[config.mk]
export PLATFORM = sky130hd
export DESIGN_NAME = sequence_detection
export DESIGN_NICKNAME = d
export VERILOG_FILES = /design/src/rtl/sequence_detection.sv
export SDC_FILE = /design/constraint.sdc
export NUM_CORES = 1
export LEC_CHECK = 0
export BUFFER_PORTS_ARGS = -buffer_cell sky130_fd_sc_hd__buf_2
export CORE_AREA = 4 4 41 43
export CTS_CLUSTER_SIZE = 14
export DETAILED_ROUTE_END_ITERATION = 10
export DIE_AREA = 0 0 45 47
export PLACE_DENSITY = 0.34
export REMOVE_ABC_BUFFERS = 1
export SYNTH_ARGS = -nofsm -noshare
export SYNTH_HDL_FRONTEND = slang
export SYNTH_SLANG_ARGS = --single-unit
[constraint.sdc]
create_clock -name clk -period 1 [get_ports clk]
set_input_delay 0.15 -clock clk [delete_from_list [all_inputs] [get_ports clk]]
set_output_delay 0.15 -clock clk [all_outputs]
set_load 0.02 [all_outputs]
[src/rtl/sequence_detection.sv]
`default_nettype none
// +----------------------------------------------------------------------------+
// | Module   : sequence_detection                                              |
// | Purpose  : Serial bit-stream pattern detector. Samples one bit of A per    |
// |            rising clk edge and pulses Z for one cycle whenever the         |
// |            programmed PATTERN (MSB first) completes. Mismatches fall back  |
// |            to the longest matched prefix (KMP-style), with optional        |
// |            overlapping matches.                                            |
// | Ports    : clk       - rising-edge clock                                   |
// |            reset     - asynchronous, active-high reset                     |
// |            A         - serial data bit                                     |
// |            Z         - registered one-cycle detect pulse                   |
// |            det_count - 16-bit saturating match count (optional)            |
// | Options  : define SEQUENCE_DETECTION_COUNT_EN to add det_count.            |
// | Revision : 1.0 - initial release                                           |
// +----------------------------------------------------------------------------+
module sequence_detection #(
  parameter int                 PAT_LEN = 4,
  parameter logic [PAT_LEN-1:0] PATTERN = 4'b1101,
  parameter int                 OVERLAP = 0
) (
  input  logic        clk,
  input  logic        reset,
  input  logic        A,
  output logic        Z
`ifdef SEQUENCE_DETECTION_COUNT_EN
  ,
  output logic [15:0] det_count
`endif
);

  // State k = number of leading pattern bits currently matched (0..PAT_LEN-1).
  localparam int               SW   = (PAT_LEN > 2) ? $clog2(PAT_LEN) : 1;
  localparam int               NS   = 2 ** SW;
  localparam logic [SW-1:0]    LAST = SW'(PAT_LEN - 1);
  localparam logic             LAST_BIT = PATTERN[0];

  // Length of the longest suffix of (first k pattern bits, then bit a) that is
  // also a prefix of PATTERN, capped at PAT_LEN-1. For a matching bit with
  // k < PAT_LEN-1 this is simply k+1; for a completed match it is the longest
  // proper border, which is the overlap restart point.
  function automatic int border(input int k, input int a);
    logic [15:0] p;
    logic [15:0] t;
    int          lmax;
    int          best;
    int          pos;
    logic        ok;
    logic        sb;
    logic        pb;
    p    = 16'(PATTERN);
    lmax = (k + 1 < PAT_LEN) ? k + 1 : PAT_LEN - 1;
    best = 0;
    for (int l = 1; l <= 16; l++) begin
      if (l <= lmax) begin
        ok = 1'b1;
        for (int i = 0; i < 16; i++) begin
          if (i < l) begin
            pos = k + 1 - l + i;
            if (pos < k) begin
              t  = p >> (PAT_LEN - 1 - pos);
              sb = t[0];
            end else begin
              sb = a[0];
            end
            t  = p >> (PAT_LEN - 1 - i);
            pb = t[0];
            if (sb != pb) ok = 1'b0;
          end
        end
        if (ok) best = l;
      end
    end
    return best;
  endfunction

  // Transition tables, fixed at elaboration. Unreachable encodings map to S0.
  logic [SW-1:0] nxt0 [0:NS-1];
  logic [SW-1:0] nxt1 [0:NS-1];

  for (genvar k = 0; k < NS; k++) begin : g_tbl
    if (k < PAT_LEN) begin : g_valid
      localparam int N0 = border(k, 0);
      localparam int N1 = border(k, 1);
      assign nxt0[k] = SW'(N0);
      assign nxt1[k] = SW'(N1);
    end else begin : g_unused
      assign nxt0[k] = '0;
      assign nxt1[k] = '0;
    end
  end

  logic [SW-1:0] state;
  logic [SW-1:0] next_state;
  logic          hit;

  always_ff @(posedge clk or posedge reset) begin
    if (reset) begin
      state <= '0;
      Z     <= 1'b0;
    end else begin
      state <= next_state;
      Z     <= hit;
    end
  end

  always_comb begin
    hit        = 1'b0;
    next_state = A ? nxt1[state] : nxt0[state];
    if ((state == LAST) && (A == LAST_BIT)) begin
      hit = 1'b1;
      // Non-overlapping mode discards any border and restarts empty.
      if (OVERLAP == 0) next_state = '0;
    end
  end

`ifdef SEQUENCE_DETECTION_COUNT_EN
  always_ff @(posedge clk or posedge reset) begin
    if (reset) begin
      det_count <= 16'd0;
    end else if (hit && (det_count != 16'hFFFF)) begin
      det_count <= det_count + 16'd1;
    end
  end
`endif

endmodule
`default_nettype wire

==> impl_table.tex, run 1 <==
\begin{tabular}{lr}
\hline
Metric & Value \\
\hline
\multicolumn{2}{l}{\textbf{Critical path}} \\
\quad Crit-path max FO & 3 \\
\quad Crit. End Element & flip-flop \\
\quad Critical register-to-register path startpoint & state[0] \\
\quad Setup slack, reg-to-reg & 0.03 ns \\
\quad Number of cells on the worst reg-to-reg path & 3 \\
\quad CP max-delay cell & sky130\_fd\_sc\_hd\_\_dfrtp\_1 \\
\quad Delay of the slowest cell on the worst path & 0.41 ns \\
\quad Critical path data required time & 1.15 ns \\
\quad Critical path arrival & 1.12 ns \\
\quad Chain of cells forming the critical path & ha\_2 -> nand2b\_1 -> o21ai\_1 \\
\quad Critical path type & flip-flop to flip-flop \\
\quad Reg-to-reg critical path endpoint & state[1] \\
\quad Critical path startpoint category & flip-flop \\
\multicolumn{2}{l}{\textbf{Synthesis}} \\
\quad Synthesized-area fraction occupied by xor and xnor cells & 0\% \\
\quad Number of warnings printed during yosys synthesis & 0 \\
\quad Cell with the most instances after synthesis & sky130\_fd\_sc\_hd\_\_inv\_1 \\
\quad Avg Synthesized Cell Area & 10.4 µm² \\
\quad Cell taking the most area after synthesis & sky130\_fd\_sc\_hd\_\_dfrtp\_1 \\
\quad Compound-cell area share of the yosys netlist & 6.02\% \\
\quad Synth unique cells & 8 \\
\quad Share of the synthesized area in the top cell type & 45.1\% \\
\quad Synthesized instance count & 16 \\
\quad Top cells by area in the synthesized netlist & sky130\_fd\_sc\_hd\_\_dfrtp\_1 (45\%), sky130\_fd\_sc\_hd\_\_ha\_1 (23\%), sky130\_fd\_sc\_hd\_\_inv\_1 (9.0\%) \\
\quad Simple-gate area share of the yosys netlist & 11.3\% \\
\quad Fraction of the yosys area taken by sequential cells & 45.1\% \\
\quad Count of flip-flops with a built-in enable after synthesis & 0 \\
\quad Combinational family with the most area after synthesis & adder cells \\
\quad Adder-cell share of the synthesized area & 22.6\% \\
\quad Flip-flop and latch count after synthesis & 3 \\
\quad Async S/R FF share, synth & 100\% \\
\quad Commonest cells in the synthesized netlist & sky130\_fd\_sc\_hd\_\_inv\_1 (4), sky130\_fd\_sc\_hd\_\_dfrtp\_1 (3), sky130\_fd\_sc\_hd\_\_ha\_1 (3) \\
\quad Predominant post-synthesis flop cell & sky130\_fd\_sc\_hd\_\_dfrtp\_1 \\
\quad Multiplexer area fraction after synthesis & 6.02\% \\
\quad Netlist Area Pre-Place & 166 µm² \\
\multicolumn{2}{l}{\textbf{Job}} \\
\quad Max Cap Viol & 0 \\
\multicolumn{2}{l}{\textbf{Place}} \\
\quad Area post-placement & 200 µm² \\
\quad RD Place Congestion & 0.588 \\
\quad DP Cell Count & 34 \\
\quad Setup slack at placement & -0.0345 ns \\
\quad Buffers on Ports & 3 \\
\multicolumn{2}{l}{\textbf{Pwr}} \\
\quad Combinational power share & 30.1\% \\
\quad Cell area power density & 2440 mW/mm² \\
\quad Sequential cell fraction of total power & 33.7\% \\
\quad Total internal power & 406 µW \\
\quad Static leakage power & 0.000129 µW \\
\quad Switching power summed over all nets & 195 µW \\
\quad Maximum resistive drop on vdd & 0.492 mV \\
\quad Clock share of power & 36.2\% \\
\quad Power Total & 601 µW \\
\quad Sw frac & 32.4\% \\
\multicolumn{2}{l}{\textbf{Drt}} \\
\quad Number of violations reported at the end of detailed-routing iteration 0 & 2 \\
\quad Average wire length per cell after detail routing & 7.80 µm \\
\quad DR vias & 129 \\
\quad Number of routed nets with antenna violations & 0 \\
\quad Post-route DRC & 0 \\
\quad Total wire length after detailed routing & 312 µm \\
\quad Pre-Repair DR Iteration Count & 4 \\
\quad Routed vias/inst & 3.23 \\
\multicolumn{2}{l}{\textbf{Timing}} \\
\quad Share of the cycle needed by the critical path after routing & 96.7\% \\
\quad Final critical-path setup slack & 0.0326 ns \\
\quad Clock period minus final worst setup slack & 0.967 ns \\
\quad Final number of max-transition violations & 0 \\
\quad Actual slew at the worst max-slew pin & 0.112 ns \\
\quad Setup repair after global routing missed its margin & true \\
\quad Max Clock Freq & 1030 MHz \\
\quad Finish-stage setup viols & 0 \\
\quad Remaining max-slew budget at the tightest pin & 92.3\% \\
\quad Clock tree skew after final layout & 0.00233 ns \\
\quad Final count of hold timing violations & 0 \\
\multicolumn{2}{l}{\textbf{Global routing}} \\
\quad Met3 routing resource usage after global routing & 3.07\% \\
\quad Layer carrying the most global-route usage & met2 \\
\quad Pin count of the biggest net entering global routing & 5 \\
\quad Met2 routing resource usage after global routing & 5.08\% \\
\quad Met1 track demand over resource in global routing & 3.41\% \\
\quad Antenna violations before repair & 0 \\
\quad Wire length of the first global-routing pass & 531 µm \\
\quad Global-route congestion overflow total & 0 \\
\quad Total routing resource utilization after global routing & 3.71\% \\
\quad Number of global-route vias before repair & 139 \\
\multicolumn{2}{l}{\textbf{Cells and area}} \\
\quad Number of fill cells & 154 \\
\quad Antenna diode instance count & 0 \\
\quad Nets & 32 \\
\quad Finished Cell Area & 246 µm² \\
\quad Fraction of layout cells with a size suffix above 1 & 36.0\% \\
\quad Syn-to-layout area delta & 48.1\% \\
\quad Core Util, Final & 18.9\% \\
\quad Final cell count without fillers & 40 \\
\multicolumn{2}{l}{\textbf{Clocking}} \\
\quad Buffer levels on the longest clock path & 2 \\
\quad Count of H-tree levels built during CTS & 1 \\
\quad Master cell of the clock root buffer & sky130\_fd\_sc\_hd\_\_clkbuf\_4 \\
\quad Clock transition at the registers of the reported paths & 0.04 ns \\
\quad TritonCTS clock tree & built \\
\quad CTS Sinks & 3 \\
\quad Number of buffers created by CTS & 3 \\
\quad Clock latency of the later-clocked register in the worst-skew pair & 0.23 ns \\
\multicolumn{2}{l}{\textbf{Die}} \\
\quad Initial Util & 12.8\% \\
\quad Chip height & 47 µm \\
\quad Placeable Area & 0.00130 mm² \\
\quad Standard-cell row count & 13 \\
\quad Top Ports & 4 \\
\quad Die area & 0.00212 mm² \\
\quad Horizontal extent of the die & 45 µm \\
\multicolumn{2}{l}{\textbf{Hold path}} \\
\quad Hold path startpoint & A \\
\quad Endpoint with the worst hold slack & Z \\
\quad Worst hold path class & input pin to flip-flop \\
\quad Worst hold path depth & 2 \\
\multicolumn{2}{l}{\textbf{Run status}} \\
\quad Status & finished, final reports clean \\
\hline
\end{tabular}
==> per-stage QoR <==
step	TNS [ns]	hold slack [ns]
6_report	0	0.154
5_1_grt	-0.0753	0.161
4_1_cts	0	0.145
3_5_place_dp	-0.0345	0.0220
3_3_place_gp	0	0.0150
2_1_floorplan	0	-0.0964
==> cell type report <==
cell class	instances	area (µm²)	share of cell area [%]
flip-flops and latches	3	75.1	30.5
multi-input cells	9	78.8	32.0
repair buffers	5	32.5	13.2
inverters	4	15.0	6.09
clock buffers	4	26.3	10.7
well taps	15	18.8	7.61
==> layer usage <==
layer / routed length (µm) / up-vias
met4: 0 / 0
met3: 44 / 0
met1: 130 / 60
li1: - / 65
met2: 138 / 4
met5: 0 / -
==> worst max-delay path: cells and delay by family (launching register included) <==
kind	cells	cell delay (ns)
DFF	1	0.41
adders and majority gates	1	0.20
and+or+nand+nor	1	0.15
AOI/OAI and AO/OA	1	0.14
==> power by group through the flow <==
stage	sequential (µW)	combinational, µW	clock [µW]
final	202	181	217
after floorplan	197	114	0
after detailed placement	200	155	0
after CTS	202	160	233
after global placement	201	145	0
after global routing	209	222	235
==> worst max-delay path by stage <==
stage,startpoint,end,slack (ns)
floorplan,state[1],state[1],0.08
global placement,state[1],state[1],0.007
detailed placement,state[1],state[1],-0.03
CTS,state[1],state[0],0.003
global route,state[1],state[1],-0.04
finish,state[0],state[1],0.03
==> placed cells by master, fill, tap and decap left out, drive strengths merged <==
cell	count
inv	4
ha	3
mux2i	1
nand2b	2
buf	4
o21ai	2
dfrtp	3
and2	1
dlygate4sd3	1
clkbuf	4
==> sequential cells by signal (all words and copies together) (netlist names) <==
register,flops
Z,1
state,2
==> timing repair <==
action                                 CTS  global route
gates resized for setup                  1             2
endpoints found under the hold margin    3             0
setup buffers                            0             1
setup endpoints to repair                1             2
pin swaps                                0             1
cloned                                   0             0
hold buffers                             1             0
==> cell families after synthesis <==
kind of cell	count (synthesis)
AO/OA/AOI/OAI	2
adder cells (fa/ha/maj)	3
buffers and inverters	4
flip-flops	3
multiplexers	1
AND/OR/NAND/NOR	3
Power figures use the tool's default switching activity.
==> inputs of run 2 (changes only) <==
--- a/config.mk
+++ b/config.mk
@@ -5,12 +5,14 @@
 export SDC_FILE = /design/constraint.sdc
 export NUM_CORES = 1
 export LEC_CHECK = 0
+export ABC_AREA = 1
 export BUFFER_PORTS_ARGS = -buffer_cell sky130_fd_sc_hd__buf_2
-export CORE_AREA = 4 4 41 43
+export CORE_AREA = 3 3 40 42
+export CTS_BUF_LIST = sky130_fd_sc_hd__clkbuf_4 sky130_fd_sc_hd__clkbuf_8
 export CTS_CLUSTER_SIZE = 14
 export DETAILED_ROUTE_END_ITERATION = 10
-export DIE_AREA = 0 0 45 47
-export PLACE_DENSITY = 0.34
+export DIE_AREA = 0 0 43 45
+export PLACE_DENSITY = 0.35
 export REMOVE_ABC_BUFFERS = 1
 export SYNTH_ARGS = -nofsm -noshare
 export SYNTH_HDL_FRONTEND = slang
==> run 2 against run 1 <==
Net effect:
- the flow now finishes with violations (setup timing)
- core utilization rose by 0.34 points
- highest routed layer unchanged
- critical path type unchanged
- critical path depth increased by 1
- fmax decreased by 5.2%
- critical endpoint unchanged
- first-iteration DRC count is 50% lower
- combinational power increased by 14%
- power is 11% higher
- sequential power grew 9.9%
- synthesized cell count is 31% higher
- largest power group unchanged
==> impl_table.tex, run 2 <==
\begin{tabular}{lr}
\hline
Metric & Value \\
\hline
\multicolumn{2}{l}{\textbf{Critical path}} \\
\quad Critical path data required time & 1.12 ns (was 1.15 ns) \\
\quad Most common cell on crit path & sky130\_fd\_sc\_hd\_\_nor2\_1 \\
\quad Critical path arrival & 1.14 ns (was 1.12 ns) \\
\quad Delay of the slowest cell on the worst path & 0.41 ns (about the same) \\
\quad Critical path startpoint category & flip-flop (unchanged) \\
\quad Critical path type & flip-flop to flip-flop (unchanged) \\
\quad Chain of cells forming the critical path & inv\_1 -> ha\_1 -> nor2\_1 -> nor2\_1 (was ha\_2 -> nand2b\_1 -> o21ai\_1) \\
\quad Crit-path max FO & 5 (was 3) \\
\quad Number of cells on the worst reg-to-reg path & 4 (was 3) \\
\quad Crit. End Element & flip-flop (unchanged) \\
\quad CP max-delay cell & sky130\_fd\_sc\_hd\_\_dfrtp\_1 (unchanged) \\
\multicolumn{2}{l}{\textbf{Synthesis}} \\
\quad Synthesized instance count & 21 (was 16) \\
\quad Synth unique cells & 6 (was 8) \\
\quad Cell taking the most area after synthesis & sky130\_fd\_sc\_hd\_\_dfrtp\_1 (unchanged) \\
\quad Cell with the most instances after synthesis & sky130\_fd\_sc\_hd\_\_inv\_1 (unchanged) \\
\quad Count of flip-flops with a built-in enable after synthesis & 0 (unchanged) \\
\quad Avg Synthesized Cell Area & 8.10 µm² (was 10.4 µm²) \\
\quad Predominant post-synthesis flop cell & sky130\_fd\_sc\_hd\_\_dfrtp\_1 (unchanged) \\
\quad Flip-flop and latch count after synthesis & 3 (unchanged) \\
\quad Top cells by area in the synthesized netlist & sky130\_fd\_sc\_hd\_\_dfrtp\_1 (44\%), sky130\_fd\_sc\_hd\_\_ha\_1 (22\%), sky130\_fd\_sc\_hd\_\_inv\_1 (13\%) (was sky130\_fd\_sc\_hd\_\_dfrtp\_1 (45\%), sky130\_fd\_sc\_hd\_\_ha\_1 (23\%), sky130\_fd\_sc\_hd\_\_inv\_1 (9.0\%)) \\
\quad Netlist Area Pre-Place & 170 µm² (was 166 µm²) \\
\quad Async S/R FF share, synth & 100\% (unchanged) \\
\quad Number of warnings printed during yosys synthesis & 0 (unchanged) \\
\quad Fraction of the yosys area taken by sequential cells & 44.1\% (was 45.1\%) \\
\quad Share of the synthesized area in the top cell type & 44.1\% (was 45.1\%) \\
\quad Commonest cells in the synthesized netlist & sky130\_fd\_sc\_hd\_\_inv\_1 (6), sky130\_fd\_sc\_hd\_\_nor2\_1 (5), sky130\_fd\_sc\_hd\_\_dfrtp\_1 (3), sky130\_fd\_sc\_hd\_\_ha\_1 (3), sky130\_fd\_sc\_hd\_\_nand2\_1 (3) (was sky130\_fd\_sc\_hd\_\_inv\_1 (4), sky130\_fd\_sc\_hd\_\_dfrtp\_1 (3), sky130\_fd\_sc\_hd\_\_ha\_1 (3)) \\
\multicolumn{2}{l}{\textbf{Global routing}} \\
\quad Global-route congestion overflow total & 0 (unchanged) \\
\quad Antenna violations before repair & 0 (unchanged) \\
\quad Pin count of the biggest net entering global routing & 6 (was 5) \\
\quad Number of global-route vias before repair & 133 (was 139) \\
\quad Total routing resource utilization after global routing & 4.33\% (was 3.71\%) \\
\quad Wire length of the first global-routing pass & 524 µm (was 531 µm) \\
\multicolumn{2}{l}{\textbf{Drt}} \\
\quad Wire length on met2 & 126 µm (was 138 µm) \\
\quad Top Layer Used & met3 (unchanged) \\
\quad Number of violations reported at the end of detailed-routing iteration 0 & 1 (was 2) \\
\quad Wire length on met1 & 171 µm (was 130 µm) \\
\quad Number of routed nets with antenna violations & 0 (unchanged) \\
\quad Pre-Repair DR Iteration Count & 3 (was 4) \\
\quad Met3 routed WL & 22 µm (was 44 µm) \\
\quad Total wire length after detailed routing & 319 µm (was 312 µm) \\
\quad Post-route DRC & 0 (unchanged) \\
\quad DR vias & 137 (was 129) \\
\quad Average wire length per cell after detail routing & 7.25 µm (was 7.80 µm) \\
\quad Routed vias/inst & 3.11 (was 3.23) \\
\multicolumn{2}{l}{\textbf{Timing}} \\
\quad Actual slew at the worst max-slew pin & 0.174 ns (was 0.112 ns) \\
\quad Setup repair after global routing missed its margin & true (unchanged) \\
\quad Remaining max-slew budget at the tightest pin & 88.4\% (was 92.3\%) \\
\quad Final number of max-transition violations & 0 (unchanged) \\
\quad Finish-stage setup viols & 1 (was 0) \\
\quad Share of the cycle needed by the critical path after routing & 102\% (was 96.7\%) \\
\quad Max Clock Freq & 980 MHz (was 1030 MHz) \\
\quad Hold slack final & 0.213 ns (was 0.154 ns) \\
\quad Clock tree skew after final layout & 0.000222 ns (was 0.00233 ns) \\
\quad Final count of hold timing violations & 0 (unchanged) \\
\quad Final critical-path setup slack & -0.0207 ns (was 0.0326 ns) \\
\quad Clock period minus final worst setup slack & 1.02 ns (was 0.967 ns) \\
\multicolumn{2}{l}{\textbf{Die}} \\
\quad Placeable Area & 0.00128 mm² (was 0.00130 mm²) \\
\quad Top Ports & 4 (unchanged) \\
\quad Chip height & 45 µm (was 47 µm) \\
\quad Die area & 0.00194 mm² (was 0.00212 mm²) \\
\quad Initial Util & 13.2\% (was 12.8\%) \\
\quad Horizontal extent of the die & 43 µm (was 45 µm) \\
\quad Standard-cell row count & 13 (unchanged) \\
\multicolumn{2}{l}{\textbf{Run status}} \\
\quad Violations in the final reports & setup timing \\
\quad Status & finished, violations left (was finished, final reports clean) \\
\multicolumn{2}{l}{\textbf{Cells and area}} \\
\quad Largest registers & state: 2 flops, Z: 1 flops (unchanged) \\
\quad Most common cell after layout, fill and taps aside & sky130\_fd\_sc\_hd\_\_inv\_1 \\
\quad Syn-to-layout area delta & 45.6\% (was 48.1\%) \\
\quad Register bank with the most flops & state (unchanged) \\
\quad Max FFs per register & 2 (unchanged) \\
\quad Commonest non-fill, non-tap cells in the layout & sky130\_fd\_sc\_hd\_\_inv\_1 (6), sky130\_fd\_sc\_hd\_\_nor2\_1 (5), sky130\_fd\_sc\_hd\_\_clkbuf\_4 (4) (was sky130\_fd\_sc\_hd\_\_dfrtp\_1 (3), sky130\_fd\_sc\_hd\_\_inv\_1 (3), sky130\_fd\_sc\_hd\_\_clkbuf\_4 (3), sky130\_fd\_sc\_hd\_\_buf\_2 (3)) \\
\quad Number of fill cells & 141 (was 154) \\
\quad Nets & 36 (was 32) \\
\quad Finished Cell Area & 248 µm² (was 246 µm²) \\
\quad Fraction of layout cells with a size suffix above 1 & 27.6\% (was 36.0\%) \\
\quad Antenna diode instance count & 0 (unchanged) \\
\multicolumn{2}{l}{\textbf{Place}} \\
\quad RD Place Congestion & 0.594 (was 0.588) \\
\quad Buffers on Ports & 3 (unchanged) \\
\quad Area post-placement & 204 µm² (was 200 µm²) \\
\multicolumn{2}{l}{\textbf{Clocking}} \\
\quad Setup Fix Bufs, Post-CTS & 0 (unchanged) \\
\quad Buffer levels on the longest clock path & 2 (unchanged) \\
\quad CTS Sinks & 3 (unchanged) \\
\quad Clock transition at the registers of the reported paths & 0.04 ns (about the same) \\
\quad TritonCTS clock tree & built (unchanged) \\
\quad Clock latency of the later-clocked register in the worst-skew pair & 0.23 ns (about the same) \\
\quad Master cell of the clock root buffer & sky130\_fd\_sc\_hd\_\_clkbuf\_4 (unchanged) \\
\quad Count of H-tree levels built during CTS & 1 (unchanged) \\
\quad Number of buffers created by CTS & 3 (unchanged) \\
\multicolumn{2}{l}{\textbf{Pwr}} \\
\quad Cell area power density & 2700 mW/mm² (was 2440 mW/mm²) \\
\quad Clock share of power & 35.8\% (was 36.2\%) \\
\quad Maximum resistive drop on vdd & 0.439 mV (was 0.492 mV) \\
\quad Sequential cell fraction of total power & 33.2\% (was 33.7\%) \\
\quad Total internal power & 434 µW (was 406 µW) \\
\quad Static leakage power & 0.000148 µW (was 0.000129 µW) \\
\quad Switching power summed over all nets & 235 µW (was 195 µW) \\
\quad Sw frac & 35.1\% (was 32.4\%) \\
\quad Combinational power share & 31.0\% (was 30.1\%) \\
\multicolumn{2}{l}{\textbf{Hold path}} \\
\quad Worst hold path depth & 3 (was 2) \\
\quad Worst hold path class & input pin to flip-flop (unchanged) \\
\multicolumn{2}{l}{\textbf{Job}} \\
\quad Max Cap Viol & 0 (unchanged) \\
\hline
\end{tabular}
## run 2: cell count changes in the layout (fill, tap and decap cells not counted), moves of 2 or more
cell	before	now
sky130_fd_sc_hd__nand2b_1	2	0
sky130_fd_sc_hd__nor2_1	0	5
sky130_fd_sc_hd__inv_1	3	6
sky130_fd_sc_hd__o21ai_1	2	0
sky130_fd_sc_hd__nand2_1	0	3
## run 2: critical path, delay by kind of cell (launching register included)
family                   cells  cell delay (ns)
AND/OR/NAND/NOR              2             0.17
buffers and inverters        1             0.06
adder cells (fa/ha/maj)      1             0.26
flip-flops                   1             0.41
## run 2: cells by family (layout without fill, tap and decap cells)
logic type / Yosys count / in the layout / share of synthesized area, %
fa+ha+maj: 3 / 3 / 22.1
simple gates: 8 / 8 / 17.6
buf+inv: 6 / 14 / 13.2
flops: 3 / 3 / 44.1
compound gates: 1 / 1 / 2.94
## run 2: final timing paths
check | from | to | slack (ns)
worst min register to register | state[1] | state[0] | 0.65
worst max-delay path | state[1] | state[1] | -0.02
worst min-delay path | A | Z | 0.21
min in group asynchronous | reset | state[0] | 0.32
max in group asynchronous | reset | state[1] | 0.55
worst max register to register | state[1] | state[1] | -0.02
## run 2: metal layers
layer	global-route usage, %	vias to the layer above
li1	-	75
met1	5.54	58
met2	3.29	4
met3	2.39	0
met4	7.23	0
met5	0	-
## run 2: repair_timing
item	in CTS	in global routing
endpoints found under the hold margin	3	0
setup endpoints to repair	2	2
pin swaps	2	1
hold buffers	1	0
resized for setup	1	0
## run 2: cell type report
cell class	count	area, µm²	share of cell area [%]
multi-input combinational	12	76.3	30.8
sequential	3	75.1	30.3
clock buffer	4	30.0	12.1
timing repair buffer	4	25.0	10.1
inverter	6	22.5	9.09
tap	15	18.8	7.58
## run 2: per-stage QoR
stage | instances | setup slack [ns] | utilization (%) | total power, µW | TNS [ns]
3_5_place_dp | 39 | -0.0365 | 15.9 | 417 | -0.0365
6_report | 44 | -0.0207 | 19.3 | 669 | -0.0207
4_1_cts | 44 | -0.0242 | 19.3 | 688 | -0.0242
5_1_grt | 44 | -0.0710 | 19.3 | 735 | -0.0891
3_3_place_gp | 39 | -0.00735 | 15.9 | 406 | -0.00735
2_1_floorplan | 21 | 0.0636 | - | 359 | 0
## run 2: power by group through the flow
stage	logic, µW	registers (µW)	clock network, µW
3_5_place_dp	198	219	0
3_3_place_gp	185	221	0
4_1_cts	208	222	258
6_report	207	222	240
2_1_floorplan	140	219	0
5_1_grt	238	228	269
==> inputs of run 3 (changes only) <==
--- a/config.mk
+++ b/config.mk
@@ -12,6 +12,7 @@
 export CTS_CLUSTER_SIZE = 14
 export DETAILED_ROUTE_END_ITERATION = 10
 export DIE_AREA = 0 0 43 45
+export GPL_TIMING_DRIVEN = 0
 export PLACE_DENSITY = 0.35
 export REMOVE_ABC_BUFFERS = 1
 export SYNTH_ARGS = -nofsm -noshare
==> run 3 against run 2 <==
Net effect:
- the flow now finishes without violations
- sequential share of layout area is 2.0 points lower
- count of clock-buffer cells in the layout stayed put
- first-iteration DRC count is 100% lower
- critical endpoint unchanged
==> impl_table.tex, run 3 (synthesis results as in run 2) <==
\begin{tabular}{lr}
\hline
Metric & Value \\
\hline
\multicolumn{2}{l}{\textbf{Critical path}} \\
\quad Critical path arrival & 1.12 ns (was 1.14 ns) \\
\quad Sum of buffers and inverters on the critical path & 1 (unchanged) \\
\quad Critical path startpoint category & flip-flop (unchanged) \\
\quad Chain of cells forming the critical path & inv\_2 -> ha\_1 -> nor2\_1 -> nor2\_1 (was inv\_1 -> ha\_1 -> nor2\_1 -> nor2\_1) \\
\quad Crit. End Element & flip-flop (unchanged) \\
\quad Most common cell on crit path & sky130\_fd\_sc\_hd\_\_nor2\_1 (unchanged) \\
\quad Crit-path max FO & 3 (was 5) \\
\quad CP max-delay cell & sky130\_fd\_sc\_hd\_\_dfrtp\_1 (unchanged) \\
\quad CP top delay family & flip-flops (unchanged) \\
\quad Critical path data required time & 1.12 ns (about the same) \\
\quad Critical path type & flip-flop to flip-flop (unchanged) \\
\quad Delay of the slowest cell on the worst path & 0.39 ns (was 0.41 ns) \\
\multicolumn{2}{l}{\textbf{Global routing}} \\
\quad Global-route congestion overflow total & 0 (unchanged) \\
\quad Antenna violations before repair & 0 (unchanged) \\
\quad Total routing resource utilization after global routing & 4.58\% (was 4.33\%) \\
\quad Wire length of the first global-routing pass & 579 µm (was 524 µm) \\
\quad Pin count of the biggest net entering global routing & 5 (was 6) \\
\quad Number of global-route vias before repair & 155 (was 133) \\
\multicolumn{2}{l}{\textbf{Drt}} \\
\quad DR vias & 148 (was 137) \\
\quad Routed vias/inst & 3.22 (was 3.11) \\
\quad Wire length on met2 & 168 µm (was 126 µm) \\
\quad Met3 routed WL & 23 µm (was 22 µm) \\
\quad Pre-Repair DR Iteration Count & 1 (was 3) \\
\quad Top Layer Used & met3 (unchanged) \\
\quad Wire length on met1 & 148 µm (was 171 µm) \\
\quad Number of routed nets with antenna violations & 0 (unchanged) \\
\quad Post-route DRC & 0 (unchanged) \\
\quad Total wire length after detailed routing & 340 µm (was 319 µm) \\
\quad Number of violations reported at the end of detailed-routing iteration 0 & 0 (was 1) \\
\quad Average wire length per cell after detail routing & 7.39 µm (was 7.25 µm) \\
\multicolumn{2}{l}{\textbf{Timing}} \\
\quad Actual slew at the worst max-slew pin & 0.147 ns (was 0.174 ns) \\
\quad Clock tree skew after final layout & 0.00233 ns (was 0.000222 ns) \\
\quad Final number of max-transition violations & 0 (unchanged) \\
\quad Setup repair after global routing missed its margin & true (unchanged) \\
\quad Share of the cycle needed by the critical path after routing & 99.8\% (was 102\%) \\
\quad Remaining max-slew budget at the tightest pin & 90.2\% (was 88.4\%) \\
\quad Max Clock Freq & 1000 MHz (was 980 MHz) \\
\quad Hold slack final & 0.209 ns (was 0.213 ns) \\
\quad Final count of hold timing violations & 0 (unchanged) \\
\quad Finish-stage setup viols & 0 (was 1) \\
\quad Clock period minus final worst setup slack & 0.998 ns (was 1.02 ns) \\
\multicolumn{2}{l}{\textbf{Job}} \\
\quad Max Cap Viol & 0 (unchanged) \\
\multicolumn{2}{l}{\textbf{Cells and area}} \\
\quad Register bank with the most flops & state (unchanged) \\
\quad Number of fill cells & 151 (was 141) \\
\quad Nets & 38 (was 36) \\
\quad Largest registers & state: 2 flops, Z: 1 flops (unchanged) \\
\quad Multi-input gate area & 78.8 µm² (was 76.3 µm²) \\
\quad Syn-to-layout area delta & 55.9\% (was 45.6\%) \\
\quad Commonest non-fill, non-tap cells in the layout & sky130\_fd\_sc\_hd\_\_inv\_1 (5), sky130\_fd\_sc\_hd\_\_nor2\_1 (5), sky130\_fd\_sc\_hd\_\_clkbuf\_4 (4) (was sky130\_fd\_sc\_hd\_\_inv\_1 (6), sky130\_fd\_sc\_hd\_\_nor2\_1 (5), sky130\_fd\_sc\_hd\_\_clkbuf\_4 (4)) \\
\quad Sequential standard cell area & 75.1 µm² (unchanged) \\
\quad Final cell count without fillers & 46 (was 44) \\
\quad Max FFs per register & 2 (unchanged) \\
\quad Fraction of layout cells with a size suffix above 1 & 38.7\% (was 27.6\%) \\
\quad Antenna diode instance count & 0 (unchanged) \\
\multicolumn{2}{l}{\textbf{Clocking}} \\
\quad Clock latency of the later-clocked register in the worst-skew pair & 0.23 ns (about the same) \\
\quad Number of buffers created by CTS & 3 (unchanged) \\
\quad Count of H-tree levels built during CTS & 1 (unchanged) \\
\quad CTS Sinks & 3 (unchanged) \\
\quad Master cell of the clock root buffer & sky130\_fd\_sc\_hd\_\_clkbuf\_4 (unchanged) \\
\quad TritonCTS clock tree & built (unchanged) \\
\quad Buffer levels on the longest clock path & 2 (unchanged) \\
\quad Clock transition at the registers of the reported paths & 0.04 ns (about the same) \\
\multicolumn{2}{l}{\textbf{Place}} \\
\quad DP Cell Count & 39 (unchanged) \\
\quad RD Place Congestion & 0.616 (was 0.594) \\
\quad Buffers on Ports & 3 (unchanged) \\
\quad Detail Placement HPWL & 267 µm \\
\multicolumn{2}{l}{\textbf{Run status}} \\
\quad Status & finished, final reports clean (was finished, violations left) \\
\multicolumn{2}{l}{\textbf{Pwr}} \\
\quad Static leakage power & 0.000159 µW (was 0.000148 µW) \\
\quad Maximum resistive drop on vdd & 0.401 mV (was 0.439 mV) \\
\quad Cell area power density & 2770 mW/mm² (was 2700 mW/mm²) \\
\multicolumn{2}{l}{\textbf{Die}} \\
\quad Standard-cell row count & 13 (unchanged) \\
\quad Initial Util & 13.2\% (unchanged) \\
\quad Die area & 0.00194 mm² (unchanged) \\
\quad Top Ports & 4 (unchanged) \\
\quad Chip height & 45 µm (unchanged) \\
\quad Horizontal extent of the die & 43 µm (unchanged) \\
\quad Placeable Area & 0.00128 mm² (unchanged) \\
\multicolumn{2}{l}{\textbf{Hold path}} \\
\quad Worst hold path class & input pin to flip-flop (unchanged) \\
\hline
\end{tabular}
-- run 3: changes by cell type in the layout (fill, tap and decap cells not counted) --
cell	change
sky130_fd_sc_hd__nand2_1	-1
sky130_fd_sc_hd__nand2_2	+1
sky130_fd_sc_hd__inv_1	-1
sky130_fd_sc_hd__inv_2	+1
sky130_fd_sc_hd__buf_4	+2
-- run 3: metrics by stage --
step	setup slack, ns	setup TNS, ns	utilization (%)	cell area [µm²]	power (µW)
floorplan	0.0636	0	-	170	359
global placement	-0.00161	-0.00161	15.9	204	403
detailed placement	-0.0290	-0.0290	15.9	204	421
CTS	-0.00339	-0.00339	19.6	251	713
global route	-0.0511	-0.0606	20.6	265	820
finish	0.00246	0	20.6	265	734
-- run 3: report_power, final --
| part | leakage, µW | internal, µW | switching [µW] |
|---|---|---|---|
| Sequential | 0.0000379 | 171 | 49.2 |
| Clock | 0.0000184 | 177 | 63.1 |
| Combinational | 0.000103 | 137 | 137 |
| Total | 0.000159 | 484 | 249 |
-- run 3: worst register-to-register path: stages, from the launching register on --
cell                      delay, ns
sky130_fd_sc_hd__dfrtp_1       0.39
sky130_fd_sc_hd__inv_2         0.06
sky130_fd_sc_hd__ha_1          0.29
sky130_fd_sc_hd__nor2_1        0.10
sky130_fd_sc_hd__nor2_1        0.06
-- run 3: final cells by class --
class,count,share of cell area (%)
Tap cell,15,7.08
Multi-Input combinational cell,12,29.7
Inverter,6,8.49
Clock buffer,4,11.3
Timing Repair Buffer,6,15.1
Sequential cell,3,28.3
-- run 3: final timing paths --
path | start | to | slack [ns] | cells past startpoint
max | state[0] | state[1] | 0.002 | 4
min in group asynchronous | reset | state[1] | 0.33 | 3
max in group asynchronous | reset | state[0] | 0.54 | 3
min reg2reg | state[0] | Z | 0.72 | 3
min | A | Z | 0.21 | 3
max reg2reg | state[0] | state[1] | 0.002 | 4
-- run 3: metal layers --
| metal | vias to the layer above | global-route usage [%] |
|---|---|---|
| li1 | 79 | - |
| met1 | 65 | 4.57 |
| met2 | 4 | 6.29 |
| met3 | 0 | 2.39 |
| met4 | 0 | 5.42 |
| met5 | - | 0 |
-- run 3: timing repair --
action,4_1_cts,5_1_grt
endpoints found under the hold margin,3,0
buffers inserted,1,1
pin swaps,1,0
endpoints found under the setup margin,1,2
gates resized for setup,1,2
hold buffers,1,0
